### config.mk
export PLATFORM = sky130hd
export DESIGN_NAME = regfile_init_writer
export DESIGN_NICKNAME = d
export VERILOG_FILES = /design/src/rtl/regfile_init_writer.sv
export SDC_FILE = /design/constraint.sdc
export NUM_CORES = 1
export LEC_CHECK = 0
export CAP_MARGIN = 20
export CORE_MARGIN = 2
export CORE_UTILIZATION = 40
export CTS_CLUSTER_DIAMETER = 30
export DETAILED_ROUTE_END_ITERATION = 7
export PLACE_DENSITY_LB_ADDON = 0.05
export SLEW_MARGIN = 0
export SYNTH_ARGS = -nofsm -noshare
export SYNTH_HDL_FRONTEND = slang
export SYNTH_SLANG_ARGS = --single-unit
### constraint.sdc
create_clock -name clk -period 3.4 [get_ports clk]
set_input_delay 0.68 -clock clk [delete_from_list [all_inputs] [get_ports clk]]
set_output_delay 0.68 -clock clk [all_outputs]
set_load 0.005 [all_outputs]
### src/rtl/regfile_init_writer.sv
// Register-file initializer: sweeps every entry after reset or on start_init,
// then forwards pipeline write-backs with one cycle of registered latency.
module regfile_init_writer #(
  parameter int NUM_REGS  = 32,
  parameter int INIT_MODE = 0
) (
  input  logic        clk,
  input  logic        rst,
  input  logic        start_init,
  input  logic        wb_valid,
  input  logic [4:0]  wb_reg,
  input  logic [31:0] wb_data,
  output logic        wb_stall,
  output logic        RegWrite,
  output logic [4:0]  write_reg,
  output logic [31:0] write_data,
  output logic        init_busy,
  output logic        init_done
);

  typedef enum logic {INIT, RUN} state_t;

  typedef struct packed {
    logic        we;
    logic [4:0]  addr;
    logic [31:0] data;
  } wr_t;

  localparam logic [4:0] LAST_IDX = 5'(NUM_REGS - 1);

  state_t     state, state_nxt;
  logic [4:0] idx, idx_nxt;
  wr_t        wr_q, wr_d;
  logic       busy_d, done_d;

  always_comb begin
    state_nxt = state;
    idx_nxt   = idx;
    wr_d      = wr_q;
    wr_d.we   = 1'b0;
    busy_d    = init_busy;
    done_d    = init_done;
    wb_stall  = (state != RUN) | start_init;
    case (state)
      INIT: begin
        // start_init is deliberately not looked at here: a sweep runs to completion
        wr_d.we   = 1'b1;
        wr_d.addr = idx;
        wr_d.data = (INIT_MODE == 1) ? {27'd0, idx} : 32'd0;
        if (idx == LAST_IDX) begin
          state_nxt = RUN;
          idx_nxt   = 5'd0;
          busy_d    = 1'b0;
          done_d    = 1'b1;
        end else begin
          idx_nxt = idx + 5'd1;
        end
      end
      RUN: begin
        if (start_init) begin
          state_nxt = INIT;
          idx_nxt   = 5'd0;
          busy_d    = 1'b1;
        end else if (wb_valid) begin
          // $zero keeps its address/data update but is never written
          wr_d.we   = (wb_reg != 5'd0);
          wr_d.addr = wb_reg;
          wr_d.data = wb_data;
        end
      end
      default: state_nxt = INIT;
    endcase
  end

  always_ff @(posedge clk or negedge rst) begin
    if (!rst) begin
      state     <= INIT;
      idx       <= 5'd0;
      wr_q      <= '0;
      init_busy <= 1'b1;
      init_done <= 1'b0;
    end else begin
      state     <= state_nxt;
      idx       <= idx_nxt;
      wr_q      <= wr_d;
      init_busy <= busy_d;
      init_done <= done_d;
    end
  end

  assign RegWrite   = wr_q.we;
  assign write_reg  = wr_q.addr;
  assign write_data = wr_q.data;

endmodule

== After elaboration in Yosys (flattened, before gate mapping) ==
Index checks and enable logic that the tools add are counted.
Storage, ports and cells
  logic and storage cells: 31
  bits in registers: 46
  bits of input ports: 41
Operators by class
  bitwise operators: 2
  add/sub/neg operators: 1
  multiplexer cells: 12
  reduce and logical (&&, ||, !) cells: 4
  eq/ne operators: 5
Operators with widths (count)
  2-to-1 mux 38 bit: 2
  one-hot mux 38 bit (2 select lines): 1
  2-to-1 mux 5 bit: 2
  one-hot mux 5 bit (2 select lines): 1
  inequality test 2 bit (second input constant): 3
  AND reduction 2 bit: 3
  adder 5 x 1 -> 5 bit (second input constant): 1
  == test 5 bit (second input constant): 1
  nonzero test 5 bit: 1
  2-to-1 mux 1 bit: 4
  one-hot mux 1 bit (2 select lines): 2
  inequality test 2 x 1 -> 1 bit (second input constant): 1
  inverter 1 bit: 1
  OR 1 bit: 1

== Longest topological paths before layout ==
Gate-level depths: netlist of run 1.
  depth in word-level cells: 4
  gate-level depth with buffers: 5
  gate-level depth less buffers: 5

== Worst setup path after synthesis of run 1 ==
Ideal clock, no wire load.
  path type: input to output
  start: input port start_init
  end: output port wb_stall
  path slack: 1844 ps
  data arrival time: 876 ps
  path buffers: 0
  cell stages on the path: 2
  required time: 2720 ps
  path through: nor2_1 > inv_1
On the way
  cells in the longest elaborated chain, start to end: 1
Ends and longest elaborated chain
  from (decl): RTL line 9  | input logic start_init,
  OR 1 bit: RTL line 43  | wb_stall = (state != RUN) | start_init;
  to (decl): RTL line 13  | output logic wb_stall,
Every way passes these cells.

== Final worst setup path of run 1 ==
Ends and elaborated chain as after synthesis.

==> results of run 1 <==
[cells in the final DEF (no fill, tap or decap), drive strengths merged, types with 2 or more instances in the layout]
master / synthesis / layout
a21oi: 33 / 33
a22o: 2 / 2
a31oi: 5 / 5
buf: 11 / 5
clkbuf: 2 / 8
clkdlybuf4s50: 0 / 80
dfrtp: 45 / 45
ha: 2 / 2
inv: 2 / 2
nand2: 78 / 78
nor2: 7 / 7
o21ai: 3 / 3
o22ai: 3 / 3
[per-layer routing]
layer	vias up	global-route usage (%)	routed length [µm]
li1	825	-	-
met1	805	22.8	2060
met2	56	28.8	2120
met3	6	4.82	355
met4	0	5.36	54
met5	-	0	0
[cells by family (layout without fill, tap and decap cells)]
kind of cell	count (synthesis)	after routing	share of synthesized area [%]
compound gates	47	47	16.1
xor+xnor	2	2	0.874
fa+ha+maj	2	2	1.25
simple gates	91	91	18.4
buf+inv	16	96	5.87
flops	46	46	57.5
[stage by stage]
stage | setup WS (ns) | util (%) | hold WS (ns) | power [µW]
floorplan | 1.84 | - | 0.384 | 1030
global placement | 0.767 | 59.0 | 0.439 | 1290
detailed placement | 0.762 | 59.0 | 0.450 | 1290
CTS | 0.752 | 60.7 | 0.474 | 1610
global route | 0.686 | 61.1 | 0.342 | 1700
finish | 0.761 | 61.1 | 0.324 | 1590
[area by class of cell]
class	instances	area (µm²)	share of cell area [%]
Inverter	3	11.3	0.385
Tap cell	67	83.8	2.87
Multi-Input combinational cell	142	734	25.1
Timing Repair Buffer	85	861	29.5
Clock buffer	8	80.1	2.74
Sequential cell	46	1150	39.4
[worst register-to-register path: stages (launching register included)]
cell     delay, ns
dfrtp_1       0.44
ha_1          0.24
and3_1        0.19
ha_1          0.21
or2_2         0.31
o22ai_1       0.17
[final timing paths]
kind                       startpoint        endpoint  cells past startpoint
hold / removal                    rst  write_data[29]                      1
hold reg to reg             init_done       init_done                      1
min in group clk            init_done       init_done                      1
setup / recovery           start_init        wb_stall                      4
setup reg to reg               idx[0]          idx[2]                      5
max in group asynchronous         rst       init_busy                      2
[power by group]
group          internal (µW)  switching [µW]
Combinational            279             246
Clock                    146             168
Sequential               657            95.9
Total                   1080             510
==> results.txt, run 1 <==
* DRC violation total after the first TritonRoute iteration: about 80
* Status: completed
* Average size of a mapped cell: ~9.8 µm²
- Clock tree synthesis inserted a total of 5 buffers.
- Hold buffer count at CTS: 0
* Post-synth top area cell: dfrtp_1
* Setup repair after global routing missed its margin: no
- Slew at the pin with the worst max-slew slack: about 0.6 ns
- On the worst path, the slowest cell contributes a delay of slightly above 0.6 ns.
- The final count of hold timing violations came to 0.
- For this run the aggregate overflow at the end of global routing stands at 0.
- The number of buffers and inverters on the critical path is 3.
- The kind of cell with the highest combined delay along the critical path is buffers and inverters.
- Clock root buffer: clkbuf_8
- CP required: roughly 2.7 ns
- The largest individual stage delay along the critical path comes from the cell clkdlybuf4s50_1.
* Power per Cell Area: about 540 nW/µm²
- CORE AREA: 4790 µm²
- Timing would allow up to roughly 380 MHz.
* Maximum number of pins on one net before global-route repair: 47
- Number of top-level design ports: approximately 80
- Final Routed Wirelength: 4.60 mm
- Dividing the final minimum period by the clock period gives 77.6%.
- The worst path needs 2.64 ns of the cycle, external delays included.
- For the final database, setup skew stands at 0.00673 ns.
- Summed over all failing endpoints, the final setup total negative slack is 0 ns.
- Final cell count without fillers: roughly 350
* Total cell area at the placement stage: 2820 µm²
- Global routing consumed, over all layers together, approximately 18% of the routing resources.
- After clock tree synthesis, the clock-pin slew on the worst setup and hold paths is about 0.08 ns.
* Number of enable flip-flop cells after synthesis: 0
* Via Count: 1,692
- Synthesis produced 204 cells.
- Sequential cell area fraction in the yosys report: 57.5%
- Counting every net in the synthesized netlist gives between 200 and 250.
* Count of final max-slew check failures: 0
- The H-tree was split into 2 levels.
- # clock sinks: 46
- In this run the tightest slew margin relative to its limit is around 60%.
- The number of global-route vias before repair is roughly 1.6k.
* Floorplan die height: around 75 µm
* Initial antenna violation count: 0
- Counting flops and latches in the post-synthesis netlist gives 46.
- Fraction of registers with async set/reset: between 90% and 100%
* Die Footprint: between 5000 and 6000 µm²
- Synth unique cells: 30
* Via density per instance: just under 5
* Crit-path max FO: 8
- Max-cap violations in this run came to 0.
- LEAKAGE: ~0.0012 µW
- The share of synthesized area in the top cell type comes to 56.2%.
* Critical path capture point type: output port
- Setup violations remaining at the end of the flow were counted as 0.
* Count of antenna-violating nets left after detailed routing: 0
- Total of buffers placed on input and output ports: 81
- The post-route netlist has between 10% and 20% of its cells at a drive strength greater than 1.
* Number of remaining DRC errors: 0
* TritonRoute pass-1 iters: 4
* Flip-flop count of the largest register, all copies and words added: 32
- During synthesis, Yosys emitted a total of 0 warnings.
- The first global-routing pass estimated 7.40 mm of wire.
- Summed over all nets, the half-perimeter wirelength after detailed placement is ~3.1 mm.
- Fillcell total: 439
- Count leader, synth: nand2_1
- Cell Chain, Critical Path: clkdlybuf4s50_1 -> nor2_1 -> inv_1 -> clkdlybuf4s50_1
* Net count of the finished layout: about 330
- The worst-case IR drop observed on VDD is between 0.0005 and 0.0006 V.
* Register-to-register setup slack: 1.76 ns
- The number of antenna diodes in the final layout is 0.
- Initial Util: roughly two fifths
- Critical setup path kind: in -> out
- Clock latency on the worst-skew pair, taken at its later pin, is about 0.29 ns.
- After clock tree synthesis, the setup repair step added 0 buffers.
* Worst Setup Start Kind: primary input
- Horizontal die dimension: approximately 75 µm
* Top cells by instance count after synthesis: 74 x nand2_1, 45 x dfrtp_1, 18 x a21oi_2, 15 x a21oi_1, 7 x nor2_1
* Area growth, synth to finish: 45.8%
* Detailed-route wire length per cell: between 10 and 15 µm
- Core Rows: 25
- Final estimated routing congestion in global placement: approximately 0.76
- Counting along the longest clock path gives a buffer depth of 2.
- TritonCTS clock tree: yes
- After detailed placement, the design holds a cell count of between 300 and 400.
- By area the synthesized netlist is led by dfrtp_1 56%, nand2_1 14%, a21oi_2 7.9%, a21oi_1 3.7%, a31oi_1 1.6%.
- Data arrives at the worst endpoint at 1.96 ns.
- Post-CTS sizing: 0
* Synth Cell Area: between 2000 and 2500 µm²
* Post-route cell area: between 2000 and 3000 µm²
* Hold WC Path Type: in -> async
- Prevailing post-synth register cell: dfrtp_1
- Counting stages on the worst path, the most repeated cell is clkdlybuf4s50_1.
Power figures use the tool's default switching activity.
==> run 2, diff against run 1 <==
--- a/config.mk
+++ b/config.mk
@@ -7,7 +7,7 @@
 export LEC_CHECK = 0
 export CAP_MARGIN = 20
 export CORE_MARGIN = 2
-export CORE_UTILIZATION = 40
+export CORE_UTILIZATION = 38
 export CTS_CLUSTER_DIAMETER = 30
 export DETAILED_ROUTE_END_ITERATION = 7
 export PLACE_DENSITY_LB_ADDON = 0.05
==> constraint.sdc (replaced) <==
create_clock -name clk -period 2.34 [get_ports clk]
set_input_delay 0.468 -clock clk [delete_from_list [all_inputs] [get_ports clk]]
set_output_delay 0.468 -clock clk [all_outputs]
set_load 0.005 [all_outputs]
==> results.txt, run 2 (synthesized netlist as in run 1, its figures left out) <==
- The flow ran to the end, and the final reports show no timing, DRC or antenna violations.
* # clock sinks: 46 (unchanged)
- The number of DRC markers in iteration 0 came to 64 (-18%).
- Destination of the worst register-to-register timing path: idx[2]
- The share of the core filled with cells came to 58.0% (-3.1 points).
- Floorplan die height: 76.6 µm (+2.5%)
* Fraction of layout cells with a size suffix above 1: 14.2% (+1.9 points)
- Diodes inserted: 0 (unchanged)
- Power share of the combinational group: 34.4% (+1.4 points)
* Portion of total power attributed to the clock network: 20.8% (+1.0 points)
* Setup repair after global routing missed its margin: no
- Via Count: 1,667 (-1.5%)
- Die Footprint: 5870 µm² (+5.0%)
* Slew at the pin with the worst max-slew slack: 0.514 ns (-0.0841 ns)
* Worst Setup Start Kind: primary input
- Total of buffers placed on input and output ports: 81 (unchanged)
- LEAKAGE: 0.00120 µW (+2.4%)
- Critical path capture point type: output port
- The first-pass GRT wire length came to 8.15 mm (+10%).
- Design internal power: 1610 µW (+49%)
- The share of total power consumed by net switching came to 31.6% (-0.37 points).
- Number of top-level design ports: 82 (unchanged)
- The area growth from synthesis to layout is 47.8%.
* Critical path capture point: wb_stall
- Library cell contributing the largest single delay on the critical path: clkdlybuf4s50_1
- The total routing resource utilization after global routing was 17.1% (-0.42 points).
- Minimum period implied by the final worst setup slack: 2.03 ns
- Critical setup path kind: in -> out
* Total gr overflow: 0 (unchanged)
* Met3 wire length: 248 µm (-30%)
- The area of all sequential standard cells was 1150 µm² (unchanged).
- Post-CTS Repair Setup Buffers: 0 (unchanged)
- Detailed-route wire length per cell: 13.1 µm (-0.12%)
- Net count of the finished layout: 331 (+1.5%)
- Max Buffers Root-to-Sink: 2 (unchanged)
- The number of optimization iterations in the first detailed-route pass was 4 (unchanged).
- The met2 wire length is 2.30 mm (+8.6%).
- Reg2Reg Depth: 5 (unchanged)
* Number of remaining DRC errors: 0 (unchanged)
- The final count of negative-setup-slack endpoints is 0 (unchanged).
* Power per Cell Area: 798 nW/µm² (+46%)
- Number of endpoints with negative hold slack in the final report: 0 (unchanged)
* Initial Util: 39.2% (-2.6 points)
* Via density per instance: 4.64 (-3.7%)
- Dividing the final minimum period by the clock period gives a little under 90%.
- Register-to-register setup slack: 0.66 ns (-1.10 ns)
- Post-route cell area: 2960 µm² (+1.3%)
* Clock input transition at the sequential cells of the worst setup and hold paths: 0.08 ns (about the same)
* Clock latency of the later-clocked register in the worst-skew pair: 0.29 ns (about the same)
* Clock Skews: 0.00413 ns (-0.00260 ns)
- The HPWL after detailed placement is 3.33 mm (+5.8%).
* Hold WC Path Type: in -> async
* TritonCTS clock tree: yes
- The H-tree level count is 2 (unchanged).
- The number of buffers added to fix hold violations after cts came to 0 (unchanged).
- Number of global-route vias before repair: 1,716 (+9.3%)
- The startpoint identified for the worst register-to-register timing path is idx[0].
- Worst IR drop on VDD: 0.000702 V (+37%)
* Post-CTS sizing: 0 (unchanged)
* Hold Worst Slack: 0.135 ns (-0.189 ns)
- The endpoint required time on the critical path was 1.87 ns (-0.85 ns).
- Horizontal die dimension: 76.6 µm (+2.5%)
* Sequential group share of total power: 44.8% (-2.5 points)
- Worst setup path startpoint: start_init
- The cell area reported after detailed placement came to 2870 µm² (+1.7%).
- Leading cell type in the layout, fill and taps excluded: clkdlybuf4s50_1
- Data arrival time of the worst path: 1.56 ns (-0.40 ns)
- Buffers plus inverters on the worst setup path: 3 (unchanged)
- Count of antenna-violating nets left after detailed routing: 0 (unchanged)
- The cell family contributing the most delay on the critical path is buffers and inverters.
* Final estimated routing congestion in global placement: 0.707 (-6.9%)
- The root buffer cell chosen for the clock tree is clkbuf_8.
- Max-cap viol count: 0 (unchanged)
- The number of flip-flops in the largest register is 32 (unchanged).
- The cell that appears most often on the critical path is clkdlybuf4s50_1.
- The number of fill cells is 495 (+13%).
- Max Clk Rate: 493 MHz
- The area taken by multi-input logic gates was 734 µm² (unchanged).
* CORE AREA: 5110 µm² (+6.7%)
* Maximum number of pins on one net before global-route repair: 35 (-26%)
* Net Switching: 748 µW (+47%)
- The number of cells on the critical path was 4 (unchanged).
- The worst stage delay on the critical path came to 0.44 ns (-0.18 ns).
- Initial antenna violation count: 0 (unchanged)
- The count of pins over their slew limit is 0 (unchanged).
* Met1 routed wirelength after detailed routing: 2.10 mm (+1.7%)
- Slew Limit Headroom: 65.7% (+5.8 points)
- The total negative setup slack came to 0 ns (unchanged).
- Cell Chain, Critical Path: clkdlybuf4s50_1 -> nor2_1 -> inv_1 -> clkdlybuf4s50_1
- Signal routing reaches up to met4.
- The TritonCTS buffer count is 5 (unchanged).
* Final Routed Wirelength: 4.69 mm (+2.2%)
- Crit-path max FO: 3 (-5)
* Highest-count cells in the layout ignoring fill and taps: 80 x clkdlybuf4s50_1, 74 x nand2_1, 45 x dfrtp_1
- Core Rows: 26 (+4.0%)
## run 2: cell types whose count changed in the layout (fill, tap and decap cells not counted)
cell,previous run,this run
buf_12,2,1
buf_4,2,8
clkbuf_1,3,2
clkbuf_8,5,6
## run 2: power groups by stage
stage	Sequential, µW	Clock [µW]	Combinational, µW
5_1_grt	1080	542	902
6_report	1060	492	812
2_1_floorplan	1070	0	431
4_1_cts	1060	505	832
3_5_place_dp	1080	0	823
3_3_place_gp	1070	0	833
## run 2: worst min-delay path by stage
stage	startpoint	endpoint	slack, ns	cells past startpoint
floorplan	rst	RegWrite	0.17	0
global placement	init_done	init_done	0.45	1
detailed placement	init_done	init_done	0.45	1
finish	rst	write_data[6]	0.14	1
CTS	rst	write_data[6]	0.15	1
global route	rst	write_data[6]	0.17	1
## run 2: worst reg2reg max path: stages (launching register included)
cell	delay, ns
dfrtp_1	0.44
ha_1	0.25
and3_1	0.19
ha_1	0.22
or2_2	0.32
o22ai_1	0.18
## run 2: stage by stage
| step | total power (µW) | std cells | setup WS, ns |
|---|---|---|---|
| floorplan | 1500 | 204 | 0.832 |
| global placement | 1910 | 351 | 0.322 |
| detailed placement | 1900 | 351 | 0.314 |
| CTS | 2400 | 359 | 0.301 |
| global route | 2530 | 359 | 0.220 |
| finish | 2360 | 359 | 0.312 |
## run 2: final cells by class
cell class | count | area share, %
clock buffers | 8 | 3.04
inverters | 3 | 0.380
multi-input cells | 142 | 24.8
flip-flops and latches | 46 | 38.9
well taps | 70 | 2.96
repair buffers | 90 | 29.9
## run 2: routing by layer
| metal | vias to the layer above | track usage, % |
|---|---|---|
| met2 | 44 | 28.6 |
| met3 | 5 | 4.38 |
| met5 | - | 0 |
| met4 | 0 | 3.82 |
| li1 | 834 | - |
| met1 | 784 | 22.4 |
==> variant 1: new RTL, flow settings as in run 1 <==
Reset style: synchronous (`rst`), changed in one clocked block.
--- a/src/rtl/regfile_init_writer.sv
+++ b/src/rtl/regfile_init_writer.sv
@@ -72,7 +72,7 @@
     endcase
   end
 
-  always_ff @(posedge clk or negedge rst) begin
+  always_ff @(posedge clk) begin
     if (!rst) begin
       state     <= INIT;
       idx       <= 5'd0;
Behaviour: differs if rst is asserted again (counterexample within 4 cycles, from zero or initial values and one cycle with rst low); with rst held inactive, the same outputs for 10 cycles.
==> variant 1 against run 1 <==
First-iteration DRC count unchanged; core utilization increased by 4.6 points; sequential cell count unchanged; area after synthesis decreased by 14%; setup slack improved by 0.015 ns; fmax increased by 0.57%; hold slack improved by 0.13 ns; cell count decreased by 7.4%; design area decreased by 8.1%; routed wire length decreased by 5.6%; critical endpoint unchanged; largest cell class unchanged.
Power is not compared: it rests on default switching activity, and its combinational part moved more than twofold at a synthesized area within 25%.
==> variant 1: results (changes against run 1) <==
stage;metric;value;unit;change
synthesis;xor/xnor share of the synthesized area;0.507;%;-0.37 points
worst_setup_path;CP top delay family;buffers and inverters;;
finish;Synth-to-Final Area Change;55.5;%;
synthesis;Primary FF master, synth;dfxtp_1;;
synthesis;adder-cell share of the synthesized area;1.45;%;+0.20 points
placement;Placed Instance Area;0.00255;sq mm;-9.8%
route;drt via density;5.01;;+3.9%
placement;cell total after placement;317;;-7.3%
worst_setup_path;Slowest Stage Delay on Critical Path;0.54;ns;-0.08 ns
timing;worst-case clock skew;0.00351;ns;-0.00323 ns
synthesis;Async S/R FF share, synth;0;%;-100 points
finish;Post-Layout Cell Count;325;;-7.4%
worst_setup_path;R2R Setup Slk;1.59;ns;-0.17 ns
synthesis;Compound-Gate Fraction of Synth Area;19.7;%;+3.6 points
cts;CTS Hold Bufs;0;;unchanged
timing;final worst path period share;77.2;%;-0.44 points
placement;pre-CTS setup slack;0.767;ns;+0.00495 ns
route;Routed met2 length;1.98;mm;-6.8%
global_route;met1 Use GR;21.4;%;-1.4 points
global_route;first-pass GRT wire length;7.36;mm;-0.55%
worst_setup_path;worst-path maximum fanout;6;;-2
power_and_ir_drop;maximum vdd drop;238;uV;
synthesis;Post-Synthesis Net Count;242;;-2.0%
placement;GPL Wtd Cong;0.713;;-6.1%
status;outcome;completed;;
worst_setup_path;worst r2r src;idx[0];;
synthesis;sequential element share of the synthesized area;53.3;%;-4.2 points
route;WL met1;1.88;mm;-8.9%
global_route;gr usage total;18.6;%;+1.1 points
synthesis;Synth cell types;28;;-6.7%
route;DR WL met3;439;microns;+24%
global_route;GR Util met3;9.45;%;+4.6 points
finish;share of layout cells above drive strength 1;4.36;%;-8.0 points
synthesis;syn_area_per_cell;8.68;sq um;-12%
global_route;pin count of the biggest net entering global routing;42;;-11%
route;WL final;4.34;mm;-5.6%
timing;Fin Hold WS;0.455;ns;+0.131 ns
variant 1: cell count changes in the layout (fill, tap and decap cells not counted), sizes merged, moves of 3 or more:
cell / before / now
dfxtp: 0 / 46
a21oi: 33 / 19
o21ai: 3 / 7
nand2: 78 / 44
clkbuf: 8 / 5
a32oi: 0 / 18
o22ai: 3 / 0
nor2: 7 / 22
dfrtp: 45 / 0
variant 1: power by group through the flow:
stage | clock network [mW] | logic, mW | registers (mW)
after floorplan | 0 | 0.0303 | 0.561
after global placement | 0 | 0.0907 | 0.562
after detailed placement | 0 | 0.0904 | 0.562
after CTS | 0.494 | 0.0909 | 0.549
after global routing | 0.517 | 0.0987 | 0.550
final | 0.480 | 0.0897 | 0.549
variant 1: layout make-up:
class	instances	area, sq um
sequential	46	921
timing repair buffer	84	846
fill	372	1400
clock inverter	3	68.8
multi-input combinational	135	711
clock buffer	5	68.8
tap	50	62.6
inverter	2	7.51
==> variant 2: new RTL, flow settings as in run 1 <==
Made on the original files. `INIT_MODE`: 0 -> 1.
--- a/src/rtl/regfile_init_writer.sv
+++ b/src/rtl/regfile_init_writer.sv
@@ -2,7 +2,7 @@
 // then forwards pipeline write-backs with one cycle of registered latency.
 module regfile_init_writer #(
   parameter int NUM_REGS  = 32,
-  parameter int INIT_MODE = 0
+  parameter int INIT_MODE = 1
 ) (
   input  logic        clk,
   input  logic        rst,
Check against the original RTL: not equivalent (Yosys sat finds a counterexample within 4 cycles, from zero or initial values and one cycle with rst low).
==> variant 2 against run 1 <==
Synthesized cell count did not move; cell count is 3.7% lower; clock power fell by 2%; design area fell by 3.3%; sequential share of layout area rose by 1.3 points; area after synthesis shrank 4.9%; total power rose by 6.5%; largest power group unchanged; fmax decreased by 0.20%; setup slack worse by 0.0052 ns; critical path depth did not move; critical path type unchanged; sequential cell count unchanged; count of clock-buffer cells in the layout decreased by 1; routed wire length is 0.65% lower.
==> variant 2: results (changes against run 1) <==
stage;metric;value;unit;change
synthesis;Synth top cells by count;nand2_1 (78), dfrtp_1 (45), a21oi_1 (28);;
cts;setup bufs post-CTS;0;;unchanged
global_route;first-pass GRT wire length;7.37;mm;-0.37%
power_and_ir_drop;Leak;1.18;nW;+0.71%
cts;CTS clock-pin slew for the worst setup and hold paths;0.08;ns;about the same
global_route;pin count of the biggest net entering global routing;47;;unchanged
cts;clock root cell;clkbuf_8;;
cts;total CTS buffers;5;;unchanged
synthesis;Post-Synthesis Net Count;247;;unchanged
power_and_ir_drop;maximum vdd drop;457;uV;-11%
cts;Clock Tree Buf Depth;2;;unchanged
worst_setup_path;Slowest Stage Delay on Critical Path;0.62;ns;about the same
synthesis;Synth cell types;25;;-17%
worst_setup_path;Max stage delay cell, worst path;clkdlybuf4s50_1;;
placement;DP HPWL;3.09;mm;-1.8%
timing;measured slew at the worst slew-check pin;0.707;ns;+0.108 ns
global_route;initial antenna violation count;0;;unchanged
route;routed len/inst;13.5;microns;+3.2%
cts;clock latency at the later pin of the worst-skew pair;0.29;ns;about the same
worst_setup_path;worst-path maximum fanout;8;;unchanged
synthesis;sequential element share of the synthesized area;60.4;%;+2.9 points
placement;Placed Instance Area;0.00273;sq mm;-3.3%
cts;CTS-repair resized insts;0;;unchanged
placement;port bufs;81;;unchanged
placement;GPL Wtd Cong;0.819;;+7.9%
cts;H-tree depth;2;;unchanged
worst_setup_path;arrival time worst endpoint;1.96;ns;about the same
global_route;gr usage total;18.1;%;+0.59 points
finish;Largest register FFs;32;;unchanged
finish;share of layout cells above drive strength 1;4.93;%;-7.4 points
worst_setup_path;R2R Setup Slk;1.77;ns;
synthesis;synth top area cells;dfrtp_1 (59%), nand2_1 (15%), a21oi_1 (7.3%);;
finish;diode count;0;;unchanged
global_route;number of global-route vias before repair;1560;;-0.64%
finish;fin nets;327;;+0.31%
status;outcome;completed;;
timing;worst-case clock skew;0.00299;ns;-0.00374 ns
hold_path;Worst Hold Class;in -> async;;
route;drt via density;4.95;;+2.6%
route;First DRT Iteration DRCs;57;;-27%
route;DRT Pass-1 Iters;4;;unchanged
synthesis;Ys Warns;0;;unchanged
synthesis;Async S/R FF share, synth;100;%;unchanged
## variant 2: cell count changes in the layout (fill, tap and decap cells not counted)
| cell | before | now |
|---|---|---|
| nand2_1 | 74 | 78 |
| inv_1 | 2 | 3 |
| nand2_2 | 4 | 0 |
| a21oi_2 | 18 | 0 |
| buf_4 | 2 | 4 |
| a21oi_1 | 15 | 28 |
| buf_12 | 2 | 1 |
| a31oi_1 | 5 | 10 |
| clkbuf_1 | 3 | 2 |
| clkinv_1 | 1 | 0 |
## variant 2: layout make-up
class	count	area (sq um)
inverter	3	11.3
multi-input combinational	142	663
clock buffer	7	76.3
sequential	46	1150
fill	419	1830
tap	54	67.6
timing repair buffer	86	856
## variant 2: logic make-up after synthesis
logic type      Yosys count  share of synthesized area [%]
compound gates           47                           13.7
xor+xnor                  2                          0.919
fa+ha+maj                 2                           1.31
buf+inv                  16                           4.92
flops                    46                           60.4
simple gates             91                           18.7
## variant 2: worst paths after layout
path                       startpoint        end  cells past startpoint
setup / recovery           start_init   wb_stall                      4
hold / removal                    rst   RegWrite                      1
setup reg to reg               idx[0]     idx[3]                      5
hold reg to reg             init_done  init_done                      1
max in group asynchronous         rst  init_busy                      2
min in group clk            init_done  init_done                      1
## variant 2: power by group
group	internal [mW]	total, mW	leakage [nW]	switching [mW]
Sequential	0.683	0.800	0.605	0.117
Clock	0.142	0.308	0.0383	0.166
Combinational	0.332	0.588	0.541	0.255
## variant 2: layer usage
metal / share of wire (%) / wire, microns / global-route usage, % / vias up
li1: - / - / - / 825
met1: 44 / 2030 / 23.6 / 786
met2: 47 / 2160 / 29.1 / 54
met3: 6.9 / 314 / 4.83 / 7
met4: 1.4 / 66 / 6.38 / 0
met5: 0 / 0 / 0 / -
## variant 2: worst max-delay path: cells and delay by family
family        cells  cell delay, ns
buf+inv           3            1.17
simple gates      1            0.11
## variant 2: metrics by stage
stage | util [%] | hold slack, ns | worst slack (ns) | std cells
final | 60.6 | 0.243 | 0.756 | 338
after floorplan | - | 0.384 | 1.84 | 204
after global routing | 60.6 | 0.241 | 0.644 | 338
after detailed placement | 58.6 | 0.444 | 0.750 | 330
after CTS | 60.2 | 0.462 | 0.750 | 337
after global placement | 58.6 | 0.440 | 0.772 | 330
